## src/rtl/ifu.sv

```systemverilog
// Multi-cycle instruction fetch unit: one outstanding fetch, delivered to decode, then waits for next PC.
// Optional IFU_MISALIGN_CHECK_EN turns a misaligned PC into a local fault instead of a memory request.
module ifu #(
  parameter logic [31:0] RESET_PC = 32'h80000000,
  parameter logic [31:0] NOP_INST = 32'h00000013
) (
  input  logic        clk,
  input  logic        rst,
  output logic        imem_req_valid,
  input  logic        imem_req_ready,
  output logic [31:0] imem_req_addr,
  input  logic        imem_rsp_valid,
  output logic        imem_rsp_ready,
  input  logic [31:0] imem_rsp_data,
  input  logic        imem_rsp_err,
  output logic        inst_valid,
  input  logic        inst_ready,
  output logic [31:0] inst,
  output logic [31:0] inst_pc,
  output logic        inst_fault,
  input  logic        npc_valid,
  output logic        npc_ready,
  input  logic [31:0] npc
);

  typedef enum logic [1:0] {
    S_REQ  = 2'd0,
    S_WAIT = 2'd1,
    S_OUT  = 2'd2,
    S_NPC  = 2'd3
  } state_e;

  state_e      state_q, state_d;
  logic [31:0] pc_q, pc_d;
  logic [31:0] inst_q, inst_d;
  logic        inst_fault_q, inst_fault_d;
  logic        misalign;

`ifdef IFU_MISALIGN_CHECK_EN
  always_comb misalign = (pc_q[1:0] != 2'b00);
`else
  always_comb misalign = 1'b0;
`endif

  always_ff @(posedge clk) begin
    if (rst) begin
      state_q      <= S_REQ;
      pc_q         <= RESET_PC;
      inst_q       <= NOP_INST;
      inst_fault_q <= 1'b0;
    end else begin
      state_q      <= state_d;
      pc_q         <= pc_d;
      inst_q       <= inst_d;
      inst_fault_q <= inst_fault_d;
    end
  end

  // Handshake inputs are only looked at in the state that owns them.
  always_comb begin
    state_d      = state_q;
    pc_d         = pc_q;
    inst_d       = inst_q;
    inst_fault_d = inst_fault_q;
    unique case (state_q)
      S_REQ: begin
        if (misalign) begin
          state_d      = S_OUT;
          inst_d       = NOP_INST;
          inst_fault_d = 1'b1;
        end else if (imem_req_ready) begin
          state_d = S_WAIT;
        end
      end
      S_WAIT: begin
        if (imem_rsp_valid) begin
          state_d      = S_OUT;
          inst_d       = imem_rsp_err ? NOP_INST : imem_rsp_data;
          inst_fault_d = imem_rsp_err;
        end
      end
      S_OUT: begin
        if (inst_ready) state_d = S_NPC;
      end
      S_NPC: begin
        if (npc_valid) begin
          state_d = S_REQ;
          pc_d    = npc;
        end
      end
      default: state_d = S_REQ;
    endcase
  end

  always_comb begin
    imem_req_valid = (state_q == S_REQ) && !misalign;
    imem_req_addr  = {pc_q[31:2], 2'b00};
    imem_rsp_ready = (state_q == S_WAIT);
    inst_valid     = (state_q == S_OUT);
    npc_ready      = (state_q == S_NPC);
    inst           = inst_q;
    inst_pc        = pc_q;
    inst_fault     = inst_fault_q;
  end

endmodule

```

## config.mk

```make
export PLATFORM = sky130hd
export DESIGN_NAME = ifu
export DESIGN_NICKNAME = d
export VERILOG_FILES = /design/src/rtl/ifu.sv
export SDC_FILE = /design/constraint.sdc
export NUM_CORES = 1
export LEC_CHECK = 0
export BUFFER_PORTS_ARGS = -buffer_cell sky130_fd_sc_hd__buf_2
export CORE_ASPECT_RATIO = 0.75
export CORE_UTILIZATION = 40
export CTS_BUF_LIST = sky130_fd_sc_hd__clkbuf_2 sky130_fd_sc_hd__clkbuf_4 sky130_fd_sc_hd__clkbuf_8
export DETAILED_ROUTE_END_ITERATION = 8
export PLACE_DENSITY = 0.78
export SYNTH_ARGS = -nofsm -noshare
export SYNTH_HDL_FRONTEND = slang
export SYNTH_SLANG_ARGS = --single-unit
```

## constraint.sdc

```tcl
create_clock -name clk -period 1.4 [get_ports clk]
set_input_delay 0.42 -clock clk [delete_from_list [all_inputs] [get_ports clk]]
set_output_delay 0.42 -clock clk [all_outputs]
set_load 0.02 [all_outputs]
```

# --- Yosys cells after proc, flatten, opt, wreduce, memory -nomap -nowiden ---
# Index checks and enable logic that the tools add are counted.
totals:
  memories: 0
  latchBits: 0
  ram_bits: 0
  regBits: 67
  romBits: 0
op_classes:
  n_eq_ne: 7
  n_lt_le_gt_ge: 0
  bitwise: 0
  div: 0
  shifts: 0
  multipliers: 0
  reduce_logical: 4
  n_addsub: 0
  n_mux: 6
ops:
  columns: ["op", "count"]
  rows:
  - ["32-bit 2-to-1 mux", 1]
  - ["2-bit 2-to-1 mux", 4]
  - ["2-bit case mux with 4 select lines", 1]
  - ["2-bit equality test, second input constant", 2]
  - ["2-bit by 1-bit != test with 1-bit output, second input constant", 2]
  - ["2-bit != test, second input constant", 2]
  - ["2-bit AND reduction", 2]
  - ["4-bit AND reduction", 1]
  - ["2-bit by 1-bit equality test with 1-bit output, second input constant", 1]
  - ["2-bit logical NOT", 1]

# --- Logic depth before layout (Yosys ltp) ---
logic_depth:
  word_depth: 3
  ltp_mapped: 7

# --- Worst setup path after synthesis ---
# OpenSTA, ideal clock, no wires.
synth_timing:
  path_type: "flip-flop to flip-flop"
  startpoint: "reg state_q[1]"
  endpoint: "reg state_q[0]"
  t_arrival_ps: 1382
  t_required_ps: 1284
  synth_period_minus_slack_ps: 1498
  setup_time_ps: 116
  stages_incl_launch_ff: 6
  setup_slack_ps: -98
  cell_sequence: "dfxtp_1 > inv_1 > ha_1 > nor2b_1 > or4_1 > o211a_1"
synth_between:
  elab_chain_len: 3
  word_cells_on_any_way: 10
  classes_between: "eq/ne (7); mux (1); reduce/logical (2)"
synth_lines:
  columns: ["element", "line_no", "rtl"]
  rows:
  - ["start, declared", "33", "state_e state_q, state_d;"]
  - ["start signal, assigned", "52", "state_q <= state_d;"]
  - ["2-bit by 1-bit equality test with 1-bit output (*)", null, null]
  - ["net imem_rsp_ready", "13", "output logic imem_rsp_ready,"]
  - ["2-bit != test (no source line)", null, null]
  - ["4-bit AND reduction (no source line)", null, null]
# Mark *: on every way through the listed nets, which the timed path passes. The rest lies on a longest branch.
# A chain may end at the register's enable or synchronous reset.

# --- Worst setup path after layout ---
layout_timing:
  startpoint: "reg state_q[0]"
  endpoint: "out inst_valid"
layout_between:
  elab_chain_len: 1
layout_lines:
  columns: ["element", "line_no", "rtl"]
  rows:
  - ["2-bit equality test", "99", "inst_valid = (state_q == S_OUT);"]
  - ["end, declared", "16", "output logic inst_valid,"]
# Every way passes these cells.

==> results.rst <==
.. list-table::
   :header-rows: 1

   * - Metric
     - Value
   * - Outcome
     - finished, violations left
   * - Violated checks
     - negative setup slack
   * - Post-layout worst setup margin
     - -0.0997 ns
   * - Routed wire length
     - 6890 um
   * - Mapped Avg Cell Area
     - 8.26 um^2
   * - Later-pin clock latency in the skew report
     - 0.33 ns
   * - Leading cell types by total area after synthesis
     - sky130_fd_sc_hd__dfxtp_1 48%, sky130_fd_sc_hd__nand2_1 13%, sky130_fd_sc_hd__a21oi_1 11%
   * - RSZ-0062 raised after global routing
     - yes
   * - Crit path launch type
     - register
   * - CTS buffer count
     - 9
   * - Die footprint
     - 7360 um^2
   * - Top cell type by total area after synthesis
     - sky130_fd_sc_hd__dfxtp_1
   * - Vias per cell
     - 4.70
   * - Number of buffers inserted by port buffering
     - 169
   * - Ys async rst share
     - 0%
   * - YS warnings
     - 0
   * - Avg WL per Cell
     - 12.2 um
   * - Mapped Cells
     - 340
   * - Most common library cell in the layout ignoring fill and taps
     - sky130_fd_sc_hd__buf_2
   * - Crit path kind
     - reg -> out
   * - Post-route DRC
     - 0
   * - Number of nets in the layout
     - 553
   * - Router iterations before antenna repair
     - 4
   * - Number of flops mapped to enable cells by yosys
     - 0
   * - Number of nets with antenna violations after detailed routing
     - 0
   * - IR Drop Worst-Case VDD
     - 765 uV
   * - Max cap viols
     - 0
   * - Proportion of netlist area held by the largest area contributor
     - 47.8%
   * - Hold crit path type
     - in -> reg
   * - Maximum fanout along the worst path
     - 4
   * - Clock tree root driver cell
     - sky130_fd_sc_hd__clkbuf_8
   * - Maximum frequency from static timing analysis
     - 667 MHz
   * - CTS max path bufs
     - 2
   * - Number of synthesized register bits
     - 67
   * - Endpoint type of the worst setup path
     - output pin
   * - Number of max-slew violations in the final report
     - 0
   * - Proportion of synthesized chip area in sequential cells
     - 47.8%
   * - Max Clock Skew
     - 0.0109 ns
   * - Htree depth
     - 3
   * - Total global routing overflow
     - 0
   * - Final critical path time including I/O delays and setup
     - 1.50 ns
   * - CP Data Required Time
     - 0.98 ns
   * - Number of sinks on the clock net
     - 67
   * - Vias in the first global route
     - 2345
   * - Total of endpoints with negative setup slack in the final report
     - 5
   * - Top FF cell, synth
     - sky130_fd_sc_hd__dfxtp_1
   * - Setup TNS Final
     - -0.343 ns
   * - Count of standard-cell rows
     - 26
   * - Share of cells above drive strength 1
     - 43.9%
   * - Worst-case hold slack
     - 0.313 ns
   * - Wire length of the first global-routing pass
     - 10200 um
   * - DP Wirelength
     - 4910 um
   * - Highest-count cells in the layout ignoring fill and taps
     - 165 x sky130_fd_sc_hd__buf_2, 96 x sky130_fd_sc_hd__nand2_1, 65 x sky130_fd_sc_hd__dfxtp_1
   * - Starting DRC count in detailed routing
     - 115
   * - Portion of the clock cycle consumed by the worst path in the final layout
     - 107%
   * - Synthesized area
     - 2810 um^2
   * - Overall via count from detail_route
     - 2665
   * - Pleak
     - 1.81 nW
   * - Clock slew seen by the registers of the worst setup and hold paths
     - 0.07 ns
   * - Width of the chip
     - 98.7 um
   * - Top-Level Pins
     - 172
   * - Initial Utilization
     - 41.3%
   * - Die height
     - 74.6 um
   * - Aggregate global-route resource usage
     - 17.9%
   * - Pin count of the biggest net entering global routing
     - 36
   * - Count of unique library cells instantiated by Yosys
     - 22
   * - Final hold violation count
     - 0
   * - Initial antenna violation count
     - 0
   * - Crit path arrival time
     - 1.08 ns
   * - Signed area change from the synthesized netlist to the final layout
     - 38.2%
   * - Number of diodes
     - 0
   * - CTS tree
     - built
   * - Power Density
     - 1380 nW/um^2
   * - Weighted congestion reported at the end of routability-driven placement
     - 0.736
   * - Core region area
     - 6800 um^2
==> logic make-up after synthesis <==
logic type,share of synthesized area (%)
compound gates,12.7
fa+ha+maj,1.78
buf+inv,13.2
flops,47.8
mux,0.357
other cells,0.134
simple gates,24.0
==> state kept, by name, summed over array words and instances (netlist names) <==
register and flops:
state_q 2, inst_pc 32, inst_fault 1, inst 32
==> layout make-up <==
type,count,area (um^2)
fillers,634,2920
clock buffers,11,139
well taps,84,105
flip-flops and latches,67,1350
repair buffers,182,1050
inverters,4,20.0
clock inverters,5,53.8
multi-input cells,214,1160
==> path summary, 6_finish.rpt <==
path / startpoint / endpoint / slack (ns) / cells past startpoint
max: state_q[0]$_SDFFE_PP0P_ / inst_valid / -0.1 / 3
min: npc[31] / inst_pc[31]$_SDFFE_PP1P_ / 0.31 / 3
min reg2reg: inst[19]$_SDFFE_PP0P_ / inst[19]$_SDFFE_PP0P_ / 0.45 / 2
max reg2reg: state_q[1]$_SDFFE_PP0P_ / state_q[1]$_SDFFE_PP0P_ / -0.02 / 6
==> synthesized netlist by cell type (2+ instances only) <==
cell type,number
sky130_fd_sc_hd__a21oi_1,61
sky130_fd_sc_hd__and2_1,2
sky130_fd_sc_hd__buf_1,3
sky130_fd_sc_hd__buf_2,2
sky130_fd_sc_hd__buf_4,38
sky130_fd_sc_hd__clkbuf_1,13
sky130_fd_sc_hd__dfxtp_1,67
sky130_fd_sc_hd__ha_1,4
sky130_fd_sc_hd__inv_1,4
sky130_fd_sc_hd__nand2_1,97
sky130_fd_sc_hd__nand2b_1,2
sky130_fd_sc_hd__nand3b_1,30
sky130_fd_sc_hd__nor2_1,3
sky130_fd_sc_hd__nor2b_1,2
sky130_fd_sc_hd__nor3_1,3
sky130_fd_sc_hd__o21ai_0,3
==> timing repair <==
action,CTS,global route
hold buffers,0,0
setup buffers,2,0
pin swaps,4,2
gates resized for setup,12,9
gates cloned,0,1
endpoints found under the setup margin,6,39
==> stage by stage <==
stage	total power, mW	area, um^2	util, %	cells	setup WS (ns)
global placement	3.57	3590	52.8	548	0.0119
global route	5.66	3880	57.1	567	-0.148
floorplan	3.20	2870	-	341	0.00549
detailed placement	3.61	3590	52.8	548	-0.0352
CTS	5.34	3830	56.3	566	-0.117
finish	5.36	3880	57.1	567	-0.0997
==> layer usage <==
metal  vias up  global-route usage (%)  wire [um]
li1       1348                       -          -
met1      1193                    19.3       2940
met2       112                    32.2       3350
met3        12                    6.39        466
met4         0                    7.96        133
met5         -                       0          0
==> where the power goes <==
| group | internal, mW | switching, mW | leakage [nW] |
|---|---|---|---|
| combinational | 0.749 | 0.861 | 1.17 |
| sequential | 2.06 | 0.130 | 0.543 |
| clock | 0.857 | 0.706 | 0.104 |
| total | 3.67 | 1.70 | 1.81 |
==> critical path: stages, from the launching register on <==
cell and delay (ns):
sky130_fd_sc_hd__dfxtp_4 0.40, sky130_fd_sc_hd__inv_4 0.06, sky130_fd_sc_hd__ha_4 0.16, sky130_fd_sc_hd__buf_6 0.12
(Power assumes the default switching activity.)
